### src/rtl/systolic_sequencer.sv
// systolic_sequencer: loads A/B, feeds skewed wavefronts into the MAC grid, drains C.
// Revision 1.0
`default_nettype none

module systolic_sequencer #(
  parameter int width_p        = 8,
  parameter int array_height_p = 2,
  parameter int array_width_p  = 2,
  parameter int inner_p        = 2,
  parameter int mac_latency_p  = 1
) (
  input  logic                                              clk_i,
  input  logic                                              reset_n_i,
  input  logic                                              valid_i,
  input  logic [width_p-1:0]                                data_i,
  output logic                                              ready_o,
  output logic [array_height_p*width_p-1:0]                 row_data_o,
  output logic [array_width_p*width_p-1:0]                  col_data_o,
  output logic                                              array_en_o,
  output logic                                              array_clr_o,
  output logic [((array_height_p*array_width_p) > 1 ?
                 $clog2(array_height_p*array_width_p) : 1)-1:0] res_idx_o,
  input  logic [width_p-1:0]                                res_data_i,
  output logic                                              valid_o,
  output logic [width_p-1:0]                                data_o,
  input  logic                                              yumi_i,
  output logic                                              busy_o
);

  localparam int H         = array_height_p;
  localparam int W         = array_width_p;
  localparam int K         = inner_p;
  localparam int TOTAL     = H*K + K*W;
  localparam int FEED_LEN  = K + H + W - 2;
  localparam int HW        = H*W;
  localparam int LOAD_W    = (TOTAL > 1) ? $clog2(TOTAL) : 1;
  localparam int FEED_W    = (FEED_LEN > 1) ? $clog2(FEED_LEN) : 1;
  localparam int WAIT_W    = (mac_latency_p > 1) ? $clog2(mac_latency_p) : 1;
  localparam int IDX_W     = (HW > 1) ? $clog2(HW) : 1;
  localparam int WAIT_LAST = (mac_latency_p > 0) ? mac_latency_p - 1 : 0;

  typedef enum logic [2:0] {
    S_LOAD  = 3'd0,
    S_CLEAR = 3'd1,
    S_FEED  = 3'd2,
    S_WAIT  = 3'd3,
    S_DRAIN = 3'd4,
    S_DONE  = 3'd5
  } state_t;

  state_t              state, state_next;
  logic [LOAD_W-1:0]   load_cnt;
  logic [FEED_W-1:0]   feed_cnt;
  logic [WAIT_W-1:0]   wait_cnt;
  logic [IDX_W-1:0]    drain_cnt;
  logic [width_p-1:0]  a_mem [H][K];
  logic [width_p-1:0]  b_mem [K][W];

  logic load_fire, load_last, feed_last, wait_last, drain_fire, drain_last;

  assign load_fire  = (state == S_LOAD) && valid_i;
  assign load_last  = (load_cnt == LOAD_W'(TOTAL - 1));
  assign feed_last  = (feed_cnt == FEED_W'(FEED_LEN - 1));
  assign wait_last  = (wait_cnt == WAIT_W'(WAIT_LAST));
  assign drain_fire = (state == S_DRAIN) && yumi_i;
  assign drain_last = (drain_cnt == IDX_W'(HW - 1));

  always_ff @(posedge clk_i or negedge reset_n_i) begin
    if (!reset_n_i) begin
      state <= S_LOAD;
    end else begin
      state <= state_next;
    end
  end

  always_comb begin
    state_next = state;
    case (state)
      S_LOAD:  if (load_fire && load_last) state_next = S_CLEAR;
      S_CLEAR: state_next = S_FEED;
      S_FEED:  if (feed_last) state_next = (mac_latency_p == 0) ? S_DRAIN : S_WAIT;
      S_WAIT:  if (wait_last) state_next = S_DRAIN;
      S_DRAIN: if (drain_fire && drain_last) state_next = S_DONE;
      S_DONE:  state_next = S_LOAD;
      default: state_next = S_LOAD;
    endcase
  end

  always_ff @(posedge clk_i or negedge reset_n_i) begin
    if (!reset_n_i) begin
      load_cnt  <= '0;
      feed_cnt  <= '0;
      wait_cnt  <= '0;
      drain_cnt <= '0;
    end else begin
      if (load_fire) load_cnt <= load_last ? '0 : load_cnt + 1'b1;
      if (state == S_FEED) feed_cnt <= feed_last ? '0 : feed_cnt + 1'b1;
      if (state == S_WAIT) wait_cnt <= wait_last ? '0 : wait_cnt + 1'b1;
      if (drain_fire) drain_cnt <= drain_last ? '0 : drain_cnt + 1'b1;
    end
  end

  // Word index decides the destination: A row-major first, then B row-major.
  always_ff @(posedge clk_i or negedge reset_n_i) begin
    if (!reset_n_i) begin
      for (int r = 0; r < H; r++)
        for (int k = 0; k < K; k++)
          a_mem[r][k] <= '0;
      for (int k = 0; k < K; k++)
        for (int c = 0; c < W; c++)
          b_mem[k][c] <= '0;
    end else if (load_fire) begin
      for (int r = 0; r < H; r++)
        for (int k = 0; k < K; k++)
          if (load_cnt == LOAD_W'(r*K + k)) a_mem[r][k] <= data_i;
      for (int k = 0; k < K; k++)
        for (int c = 0; c < W; c++)
          if (load_cnt == LOAD_W'(H*K + k*W + c)) b_mem[k][c] <= data_i;
    end
  end

  // Row r lags by r steps and column c by c steps, so operand k meets at PE(r,c).
  always_comb begin
    row_data_o = '0;
    col_data_o = '0;
    if (state == S_FEED) begin
      for (int r = 0; r < H; r++)
        for (int k = 0; k < K; k++)
          if (feed_cnt == FEED_W'(r + k)) row_data_o[r*width_p +: width_p] = a_mem[r][k];
      for (int c = 0; c < W; c++)
        for (int k = 0; k < K; k++)
          if (feed_cnt == FEED_W'(c + k)) col_data_o[c*width_p +: width_p] = b_mem[k][c];
    end
  end

  assign ready_o     = (state == S_LOAD);
  assign busy_o      = (state != S_LOAD);
  assign array_en_o  = (state == S_FEED) || (state == S_WAIT);
  assign array_clr_o = (state == S_CLEAR) || (state == S_DONE);
  assign valid_o     = (state == S_DRAIN);
  assign res_idx_o   = drain_cnt;
  assign data_o      = res_data_i;

endmodule

`default_nettype wire

### config.mk
export PLATFORM = sky130hd
export DESIGN_NAME = systolic_sequencer
export DESIGN_NICKNAME = d
export VERILOG_FILES = /design/src/rtl/systolic_sequencer.sv
export SDC_FILE = /design/constraint.sdc
export NUM_CORES = 1
export LEC_CHECK = 0
export BUFFER_PORTS_ARGS = -buffer_cell sky130_fd_sc_hd__buf_2
export CAP_MARGIN = 20
export CORE_MARGIN = 2
export CORE_UTILIZATION = 30
export CTS_CLUSTER_DIAMETER = 30
export DETAILED_ROUTE_END_ITERATION = 16
export PLACE_DENSITY_LB_ADDON = 0.25
export SLEW_MARGIN = 20
export SYNTH_ARGS = -nofsm -noshare
export SYNTH_HDL_FRONTEND = slang
export SYNTH_SLANG_ARGS = --single-unit
export TNS_END_PERCENT = 100
### constraint.sdc
create_clock -name clk_i -period 4.5 [get_ports clk_i]
set_input_delay 0.225 -clock clk_i [delete_from_list [all_inputs] [get_ports clk_i]]
set_output_delay 0.225 -clock clk_i [all_outputs]
set_load 0.01 [all_outputs]
---- Word-level counts from Yosys, hierarchy flattened ----
Index checks and enable logic that the tools add are counted.
word-level totals
  register bits after elaboration ......... 75
  bits of input ports ..................... 20
  output and inout bits ................... 47
  word-level logic and storage cells ...... 75
cells by class
  add/subtract/negate cells ............... 4
  equal/unequal tests ..................... 20
  muxes and demuxes ....................... 19
  reductions and logical operators ........ 19
operators by type and width
  kind                   count
  $mux W8                8
  $mux W16               2
  $eq A3 B3 Y1 const B   6
  $reduce_and A2 Y1      8
  $mux W3                5
  $pmux W3 S5            1
  $eq A3 B2 Y1 const B   4
  $eq A2 B2 Y1 const B   3
  $eq A3 B1 Y1 const B   2
  $logic_not A3 Y1       2
  $add A2 B1 Y2 const B  2
  $logic_and A1 B1 Y1    4
  $mux W2                2
  $ne A2 B1 Y1 const B   2
  $ne A2 B2 Y1 const B   2
  $reduce_and A4 Y1      1
  $add A3 B1 Y3 const B  1
  $reduce_bool A3 Y1     1
  $eq A2 B1 Y1 const B   1
  $logic_not A2 Y1       1
  $logic_or A1 B1 Y1     2
  $add A1 B1 Y1 const B  1
  $mux W1                1

---- Logic depth before layout (Yosys ltp) ----
Gate-level depths: netlist (run 1).
  depth in word-level cells ............... 5
  gate-level depth with buffers ........... 8
  depth with buffers taken out ............ 5

---- Worst setup path after synthesis (run 1) ----
Ideal clock, no wire load.
  path kind ............................... register -> output
  start ................................... reg feed_cnt[1]
  end ..................................... out col_data_o[10]
  arrival time ............................ 1.731 ns
  data required time ...................... 4.275 ns
  path slack .............................. 2.544 ns
  cell stages (with the launch flop) ...... 8
  cell sequence ........................... dfrtp_1 -> inv_1 -> ha_1 -> clkbuf_1 -> nor2b_1 -> clkbuf_1 -> a22oi_1 -> nor2_1
on the way
  word-level cells in the longest chain between the ends .. 4
ends and longest elaborated chain
  what                      line  text
  start: declaration        53    logic [FEED_W-1:0] feed_cnt;
  start signal: assignment  97    if (state == S_FEED) feed_cnt <= feed_last ? '0 : feed_cnt + 1'b1;
  $eq A2 B1 Y1              132   if (feed_cnt == FEED_W'(c + k)) col_data_o[c*width_p +: width_p] = b_mem[k][c];
  $mux W8                   132
  $mux W8 *                 132
  $mux W16 *                126   if (state == S_FEED) begin
  end: declaration          18    output logic [array_width_p*width_p-1:0] col_data_o,
Mark *: on every way between the ends. The rest lies on a longest branch, timed or not.

---- Final worst setup path (run 1) ----
  start ................................... reg feed_cnt[1]
  end ..................................... out row_data_o[9]
on the way
  word-level cells in the longest chain between the ends .. 4
ends and longest elaborated chain
  what              line  text
  $eq A2 B1 Y1      129   if (feed_cnt == FEED_W'(r + k)) row_data_o[r*width_p +: width_p] = a_mem[r][k];
  $mux W8           129
  $mux W8 *         129
  $mux W16 *        126
  end: declaration  17    output logic [array_height_p*width_p-1:0] row_data_o,
Marked as above.

==> results.md, run 1 <==
* Status: finished clean
* Number of flops mapped to enable cells by yosys at 0
* Clock sink count at 74
* Top-count cell post-synth: dfrtp_1
* CTS tree: built
* GRT Util Overall at 13.9%
* Placed wire-length estimate at 5.68 mm
* RSZ-0062 raised after global routing: no
* VDD IR max at 0.186 mV
* Max-cap violations at 0
* Core Area at 11,400 um^2
* Fin. max-slew vios at 0
* Setup Buffers After CTS at 0
* Worst-path clk slew at 50 ps
* Global-route wire length before repair at 13.3 mm
* Synth cell count leaders: dfrtp_1, mux2_2, nor2_1
* H-tree depth at 3
* Total gr overflow at 0
* Post_cts resized at 0
* CTS Buf Count at 9
* Final Critical Period at 2600 ps
* DR WL/cell at 17.7 um
* Largest net degree at the start of global routing at 42
* CP required at 4280 ps
* Nets at 358
* Yosys cell types at 28
* Worst Path Class, Setup: flip-flop to output port
* Type of origin of the critical path: flip-flop
* Worst Path Arrival at 2380 ps
* Post-synthesis sequential area ratio at 52.8%
* Synthesized area per cell at 12.3 um^2
* P_leak at 0.00192 uW
* Max Root-Sink Buffers at 2
* Yosys top cell by area: dfrtp_1
* Die Span X at 112 um
* Setup WS pre-CTS at 2200 ps
* ANT nets after route at 0
* Share of cells above drive strength 1 at 42.2%
* Setup violations, final at 0
* Synth Register Bits at 74
* ANT cells at 0
* Mapped cell area at 3510 um^2
* Drt total wl at 8.41 mm
* Vias in the first global route at 2,357
* Final Cycle Share at 57.8%
* GPL Wtd Cong at 0.697
* Port Buffers at 50
* CTS Root Cell: clkbuf_16
* Share of Yosys cell area claimed by the top area cell type at 52.8%
* Multi-input gate area at 1500 um^2
* Drt pass-1 iters at 4
* Total I/O pin count at 67
* Hold Crit Class: input port to flip-flop
* Clk Latency, worst-skew pair at 330 ps
* Die area at 12,600 um^2
* Max_slew headroom at 47.6%
* Synthesis-to-layout area growth at 17.4%
* Synth Flop Type: dfrtp_1
* Worst Setup Slack, final at 1900 ps
* Starting Density at 30.7%
* Hold Vio Cnt, Final at 0
* Worst Tran Pin Value at 786 ps
* Pwr Density at 712 nW/um^2
* Detailed-route via count at 2,335
* Yosys Warn Count at 0
* Critical path fanouts, max at 19
* First DRT Iteration DRCs at 96
* Fill count at 1,168
* Reg area at 1850 um^2
* Crit end category: output port
* FFs w/ async S/R, synth at 100%
* Synthesized Nets at 315
* Max Clock Freq at 384 MHz
* Clock skew at 5.43 ps
* FP Rows at 39
* Initial antenna violation count at 0
* Vias per std cell at 4.92
* Ranking of synthesized cells by area: dfrtp_1, mux2_2, a22oi_1
* Post-Route Setup TNS at 0 ps
* Height of the die at 112 um
* Drt drc at 0
* Cells after synthesis at 284
cell type report:
type,count,area share [%]
Multi-Input combinational cell,181,36.4
Clock buffer,12,5.99
Timing Repair Buffer,55,7.05
Clock inverter,4,0.668
Tap cell,143,4.35
Sequential cell,74,45.0
Inverter,6,0.547
registers in the layout (all words and copies together) (netlist names):
register,count
load_cnt,3
a_mem,32
feed_cnt,2
res_idx_o,2
b_mem,32
state,3
layer usage:
metal / global-route usage [%] / up-vias / wire (um)
met3: 3.19 / 8 / 264
met2: 21.0 / 45 / 3850
met1: 19.7 / 1199 / 4180
met4: 4.72 / 0 / 114
met5: 0 / - / 0
li1: - / 1083 / -
metrics by stage:
stage	hold WS (ps)	power, uW	utilization, %	std cells	cell area, um^2
2_1_floorplan	-70.6	1950	-	284	3510
3_3_place_gp	337	2270	33.6	458	3830
3_5_place_dp	352	2310	33.6	458	3830
4_1_cts	211	2970	36.1	475	4120
5_1_grt	226	3140	36.1	475	4120
6_report	213	2930	36.1	475	4120
path summary, 6_finish.rpt:
kind | start | endpoint | slack [ps] | depth (start not counted)
worst max-delay path | feed_cnt[1] | row_data_o[9] | 1900 | 7
worst min-delay path | yumi_i | state[0] | 210 | 3
worst max register to register | state[1] | b_mem[28] | 2340 | 3
worst min register to register | a_mem[13] | a_mem[13] | 500 | 1
max in group asynchronous | reset_n_i | a_mem[31] | 2980 | 3
min in group asynchronous | reset_n_i | b_mem[21] | 510 | 2
cells in the final DEF (no fill, tap or decap), types with 2 or more instances in the layout:
| cell type | synthesis | routed |
|---|---|---|
| buf_4 | 10 | 4 |
| clkinvlp_4 | 0 | 3 |
| o21ai_0 | 2 | 2 |
| ha_1 | 11 | 11 |
| inv_1 | 6 | 6 |
| nand2_1 | 8 | 8 |
| mux2_2 | 68 | 68 |
| dfrtp_1 | 74 | 74 |
| nor2b_1 | 5 | 5 |
| a22oi_1 | 31 | 31 |
| clkbuf_1 | 11 | 2 |
| clkbuf_16 | 0 | 9 |
| nand3b_1 | 2 | 2 |
| nand2_2 | 2 | 2 |
| buf_2 | 1 | 50 |
| nor2_1 | 37 | 37 |
| nor4bb_1 | 2 | 2 |
| a21oi_1 | 2 | 2 |
timing repair:
item | in CTS | in global routing
hold buffers | 1 | 0
setup endpoints to repair | 0 | 0
endpoints found under the hold margin | 23 | 0
cells by family after synthesis:
| group | after synthesis | synth area share [%] |
|---|---|---|
| simple gates | 64 | 9.17 |
| xor+xnor | 1 | 0.250 |
| flops | 74 | 52.8 |
| buf+inv | 29 | 4.42 |
| fa+ha+maj | 11 | 3.92 |
| compound gates | 37 | 7.60 |
| mux | 68 | 21.8 |
critical path, stage by stage (launching register included):
cell and delay [ps]:
dfrtp_1 410, inv_1 90, ha_1 670, nor2b_1 210, buf_4 250, a22oi_1 100, nor2_1 160, buf_2 160
report_power, final:
group,switching [uW],internal [uW]
clock,268,387
sequential,200,977
combinational,570,528
total,1040,1890
Note: power is estimated with default switching activity, not from simulation.
==> run 2, diff against run 1 <==
- clock period: 4.5 -> 2.45 ns (I/O delays scaled with it)
==> run 2 against run 1 <==
  * Power increased by 100%
  * Clock power increased to 2.6 times the previous value
  * Combinational power up 89%
  * Cell count is 0.84% higher
  * Via count did not move
  * Critical path depth unchanged
  * First-iteration DRC count decreased by 24%
  * Non-clock buffer count is 4 higher
  * Die area is the same
  * Sequential share of layout area is 1.8 points lower
  * Highest routed layer unchanged
==> results.md, run 2 (same netlist as run 1, synthesis figures left out) <==
* Final core occ at 37.5% (+1.5 points)
* Max_slew headroom at 68.0% (+20 points)
* Total I/O pin count at 67 (unchanged)
* Type of origin of the critical path: flip-flop
* ANT nets after route at 0 (unchanged)
* Final Cycle Share at 82.3%
* H-tree depth at 3 (unchanged)
* Vias per std cell at 4.87 (-0.84%)
* Clk Latency, worst-skew pair at 330 ps (about the same)
* CTS Buf Count at 9 (unchanged)
* Worst Tran Pin Value at 479 ps (-306 ps)
* Detailed-route via count at 2,335 (unchanged)
* Vias in the first global route at 2,518 (+6.8%)
* Post-Route Setup TNS at 0 ps (unchanged)
* DR WL/cell at 17.2 um (-2.9%)
* Height of the die at 112 um (unchanged)
* Initial antenna violation count at 0 (unchanged)
* Pwr Density at 1380 nW/um^2 (+94%)
* Worst Path Arrival at 1890 ps (-490 ps)
* Hold WS at 97.4 ps (-115 ps)
* Largest net degree at the start of global routing at 75 (+79%)
* Worst hold stages at 3 (unchanged)
* Die Span X at 112 um (unchanged)
* Critical path fanouts, max at 15 (-4)
* Max-cap violations at 0 (unchanged)
* Share of cells above drive strength 1 at 43.5% (+1.3 points)
* Drt pass-1 iters at 4 (unchanged)
* Commonest non-fill, non-tap cell in the layout: dfrtp_1
* Crit end category: output port
* Final Critical Period at 2020 ps
* Worst-path clk slew at 60 ps (about the same)
* Max Root-Sink Buffers at 2 (unchanged)
* ANT cells at 0 (unchanged)
* FP Rows at 39 (unchanged)
* Hold Crit Class: input port to flip-flop
* Synthesis-to-layout area growth at 22.2%
* CTS tree: built
* Fill count at 1,172 (+0.34%)
* Most frequent cells in the layout: dfrtp_1, mux2_2, buf_2
* GRT Util Overall at 13.9% (about the same)
* Global-route wire length before repair at 13.5 mm (+1.1%)
* Port Buffers at 50 (unchanged)
* Max Clock Freq at 496 MHz
* Worst Path Class, Setup: flip-flop to output port
* CP required at 2330 ps (-1950 ps)
* CTS Root Cell: clkbuf_16
* Depth of the most critical reg-to-reg path at 3 (unchanged)
* Total gr overflow at 0 (unchanged)
* P_leak at 0.00201 uW (+4.9%)
* Clock sink count at 74 (unchanged)
* Clock skew at 5.76 ps (+0.329 ps)
* Fin. max-slew vios at 0 (unchanged)
* Status: finished clean
* RSZ-0062 raised after global routing: no
* Starting Density at 30.7% (unchanged)
* Nets at 362 (+1.1%)
* VDD IR max at 0.385 mV (+110%)
* Drt drc at 0 (unchanged)
* Setup violations, final at 0 (unchanged)
* Power Total at 5920 uW (+100%)
* Core Area at 11,400 um^2 (unchanged)
* Placed wire-length estimate at 5.51 mm (-3.2%)
* Hold Vio Cnt, Final at 0 (unchanged)
* First DRT Iteration DRCs at 73 (-24%)
* Drt total wl at 8.23 mm (-2.1%)
* GPL Wtd Cong at 0.698 (+0.22%)
* Die area at 12,600 um^2 (unchanged)
* Setup Buffers After CTS at 0 (unchanged)
* Biggest regs: a_mem: 32 flops, b_mem: 32 flops
run 2: timing repair:
action | 4_1_cts | 5_1_grt
hold buffers | 1 | 0
gates resized for setup | 0 | 0
endpoints found under the hold margin | 74 | 0
run 2: critical path, cell delays in order (launching register included):
cell and delay (ps):
dfrtp_1 420, inv_1 100, ha_1 350, nor2b_1 80, buf_4 210, a22oi_1 200, nor2_1 60, buf_2 140
run 2: layer usage:
layer	up-vias	GRT usage, %	part of all wire [%]
met4	0	6.10	2.0
met3	10	3.02	4.6
met5	-	0	0
met2	64	21.2	46
met1	1168	18.9	47
li1	1093	-	-
run 2: metrics by stage:
stage | setup WS (ps) | area [um^2] | std cells
finish | 434 | 4290 | 479
detailed placement | 581 | 3890 | 462
global placement | 612 | 3890 | 462
CTS | 396 | 4290 | 479
floorplan | 596 | 3510 | 284
global route | 264 | 4290 | 479
run 2: power breakdown:
| group | internal (uW) | total, uW | switching [uW] |
|---|---|---|---|
| logic | 1040 | 2080 | 1040 |
| registers | 1790 | 2160 | 363 |
| clock network | 1180 | 1680 | 496 |
| total | 4020 | 5920 | 1900 |
run 2: layout make-up:
type | instances | area [um^2] | share of cell area [%]
flip-flops and latches | 74 | 1850 | 43.2
multi-input cells | 181 | 1500 | 35.0
repair buffers | 59 | 345 | 8.06
clock buffers | 12 | 267 | 6.22
well taps | 143 | 179 | 4.18
clock inverters | 4 | 120 | 2.80
inverters | 6 | 22.5 | 0.526
run 2: worst paths after layout:
| check | endpoint | slack, ps | startpoint |
|---|---|---|---|
| hold / removal | state[0] | 100 | yumi_i |
| max in group asynchronous | a_mem[26] | 1770 | reset_n_i |
| hold reg to reg | a_mem[26] | 500 | a_mem[26] |
| min in group asynchronous | b_mem[1] | 340 | reset_n_i |
| setup / recovery | col_data_o[13] | 430 | feed_cnt[0] |
| setup reg to reg | b_mem[25] | 590 | state[1] |
==> run 3, diff against run 2 <==
- clock period: 2.45 -> 1.61 ns (I/O delays scaled with it)
==> run 3 against run 2 <==
  * The run now ends with setup timing left
  * Power increased by 72%
  * Routed wire length increased by 5.7%
  * Hold slack got worse by 35 ps
  * Cell count increased by 6.3%
  * Clock-buffer cell count decreased by 2
  * Sequential share of layout area decreased by 5.2 points
  * First-iteration DRC count increased by 30%
  * Die area unchanged
  * Critical path type unchanged
  * Largest cell class unchanged
==> results.md, run 3 (same netlist as run 1, synthesis figures left out) <==
* Status: complete, but fails checks
* Failing checks: setup timing
* CP required at 1530 ps (-800 ps)
* Vias in the first global route at 2,585 (+2.7%)
* Placed inst area at 4100 um^2 (+5.5%)
* Die Span X at 112 um (unchanged)
* Worst path cell trace: inv_1 -> ha_1 -> nor2b_2 -> buf_12 -> buf_12 -> a22oi_1 -> nor2_1 -> buf_2
* Buf/Inv on CP at 4 (+1)
* Max_slew headroom at 74.0% (+6.0 points)
* Port Buffers at 50 (unchanged)
* Worst Path Class, Setup: flip-flop to output port
* DR WL/cell at 17.1 um (-0.51%)
* Worst Setup Slack, final at -208 ps (-641 ps)
* Most common cell on crit path: buf_12
* Total gr overflow at 0 (unchanged)
* VDD IR max at 0.813 mV (+110%)
* Max-cap violations at 0 (unchanged)
* GRT Util Overall at 14.4% (+0.58 points)
* Initial antenna violation count at 0 (unchanged)
* Total I/O pin count at 67 (unchanged)
* Vias per std cell at 4.83 (-0.98%)
* Final Cycle Share at 113%
* Max Clock Freq at 550 MHz
* Height of the die at 112 um (unchanged)
* Detailed-route via count at 2,457 (+5.2%)
* Hold Crit Class: input port to flip-flop
* Clock sink count at 74 (unchanged)
* RSZ-0062 raised after global routing: yes
* Core Area at 11,400 um^2 (unchanged)
* Worst-path clk slew at 60 ps (about the same)
* Type of origin of the critical path: flip-flop
* ANT nets after route at 0 (unchanged)
* CTS tree: built
* Nets at 393 (+8.6%)
* Setup violations, final at 79 (+79)
* First DRT Iteration DRCs at 95 (+30%)
* Max Root-Sink Buffers at 2 (unchanged)
* Share of cells above drive strength 1 at 57.7% (+14 points)
* Biggest regs: a_mem: 32 flops, b_mem: 32 flops
* Worst Path Arrival at 1740 ps (-150 ps)
* GPL Wtd Cong at 0.710 (+1.7%)
* Hold WS at 62.1 ps (-35.3 ps)
* ANT cells at 0 (unchanged)
* Die area at 12,600 um^2 (unchanged)
* Most frequent cells in the layout: dfrtp_1, mux2_2, buf_2
* Critical path fanouts, max at 13 (-2)
* Placed wire-length estimate at 5.57 mm (+1.2%)
* H-tree depth at 3 (unchanged)
* Starting Density at 30.7% (unchanged)
* Final Critical Period at 1820 ps
* CTS Buf Count at 9 (unchanged)
* Commonest non-fill, non-tap cell in the layout: dfrtp_1
* Synthesis-to-layout area growth at 39.0%
* Hold Vio Cnt, Final at 0 (unchanged)
* Largest net degree at the start of global routing at 61 (-19%)
* P_leak at 0.00225 uW (+12%)
* Fin. max-slew vios at 0 (unchanged)
* Drt total wl at 8.70 mm (+5.7%)
* CP max stage delay at 360 ps (-60 ps)
* Pwr Density at 2080 nW/um^2 (+51%)
* FP Rows at 39 (unchanged)
* Clock skew at 6.06 ps (+0.308 ps)
* Crit end category: output port
* Clk Latency, worst-skew pair at 330 ps (about the same)
* CTS Root Cell: clkbuf_16
* Critical-path top delay cell: dfrtp_1
* Drt pass-1 iters at 4 (unchanged)
* Drt drc at 0 (unchanged)
* Finished Cell Area at 4880 um^2 (+14%)
* Worst Tran Pin Value at 390 ps (-89.7 ps)
* Top cell family by delay on the critical path: buffers and inverters
* Global-route wire length before repair at 14.2 mm (+5.7%)
==> run 3: cell count changes in the layout (fill, tap and decap cells not counted), moves of 5 or more <==
cell	previous run	this run
buf_4	6	17
a22oi_1	31	12
ha_1	11	6
mux2_4	0	9
mux2_2	68	59
a22oi_2	0	19
buf_6	0	8
buf_12	2	12
==> run 3: cell type report <==
cell class	instances	area, um^2
fill	1112	6540
sequential	74	1850
multi-input combinational	182	1750
timing repair buffer	89	733
clock buffer	10	229
tap	143	179
clock inverter	5	104
inverter	6	22.5
==> run 3: final timing paths <==
kind | start | to | slack [ps] | cells after the start
max | feed_cnt[0] | col_data_o[5] | -210 | 8
min | yumi_i | state[0] | 60 | 3
max reg2reg | state[0] | b_mem[21] | -70 | 6
min reg2reg | a_mem[25] | a_mem[25] | 500 | 1
max in group asynchronous | reset_n_i | b_mem[5] | 740 | 3
min in group asynchronous | reset_n_i | a_mem[2] | 210 | 2
==> run 3: where the power goes <==
part           total (uW)  switching, uW  internal [uW]  leakage (uW)
logic                4610           2090           2530       0.00117
clock network        2250            741           1500      0.000163
registers            3290            550           2740      0.000917
total               10200           3380           6770       0.00225
==> run 3: what timing repair did <==
| action | 4_1_cts | 5_1_grt |
|---|---|---|
| hold endpoints to repair | 14 | 0 |
| resized for setup | 44 | 20 |
| setup endpoints to repair | 96 | 95 |
| cloned | 2 | 0 |
| buffers inserted | 11 | 4 |
| pin swaps | 14 | 14 |
| hold buffers | 1 | 0 |
==> run 3: worst min-delay path: cells and delay by family <==
| kind | cells | cell delay (ps) |
|---|---|---|
| buffers and inverters | 1 | 110 |
| and+or+nand+nor | 1 | 90 |
| AOI/OAI and AO/OA | 1 | 80 |
==> run 3: per-layer routing <==
| metal | vias up | GRT usage (%) | share of wire (%) |
|---|---|---|---|
| met4 | 0 | 3.66 | 0.53 |
| li1 | 1154 | - | - |
| met3 | 6 | 3.51 | 3.3 |
| met2 | 38 | 22.4 | 47 |
| met5 | - | 0 | 0 |
| met1 | 1259 | 20.4 | 49 |
==> run 3: stage by stage <==
| step | power, uW | std cells | utilization (%) | TNS [ps] | setup slack, ps |
|---|---|---|---|---|---|
| 2_1_floorplan | 5520 | 284 | - | -1620 | -155 |
| 3_3_place_gp | 6790 | 478 | 35.9 | -2530 | -82.7 |
| 3_5_place_dp | 6910 | 478 | 35.9 | -4250 | -115 |
| 4_1_cts | 10000 | 506 | 41.8 | -6940 | -218 |
| 5_1_grt | 10800 | 509 | 42.7 | -12140 | -299 |
| 6_report | 10200 | 509 | 42.7 | -5970 | -208 |
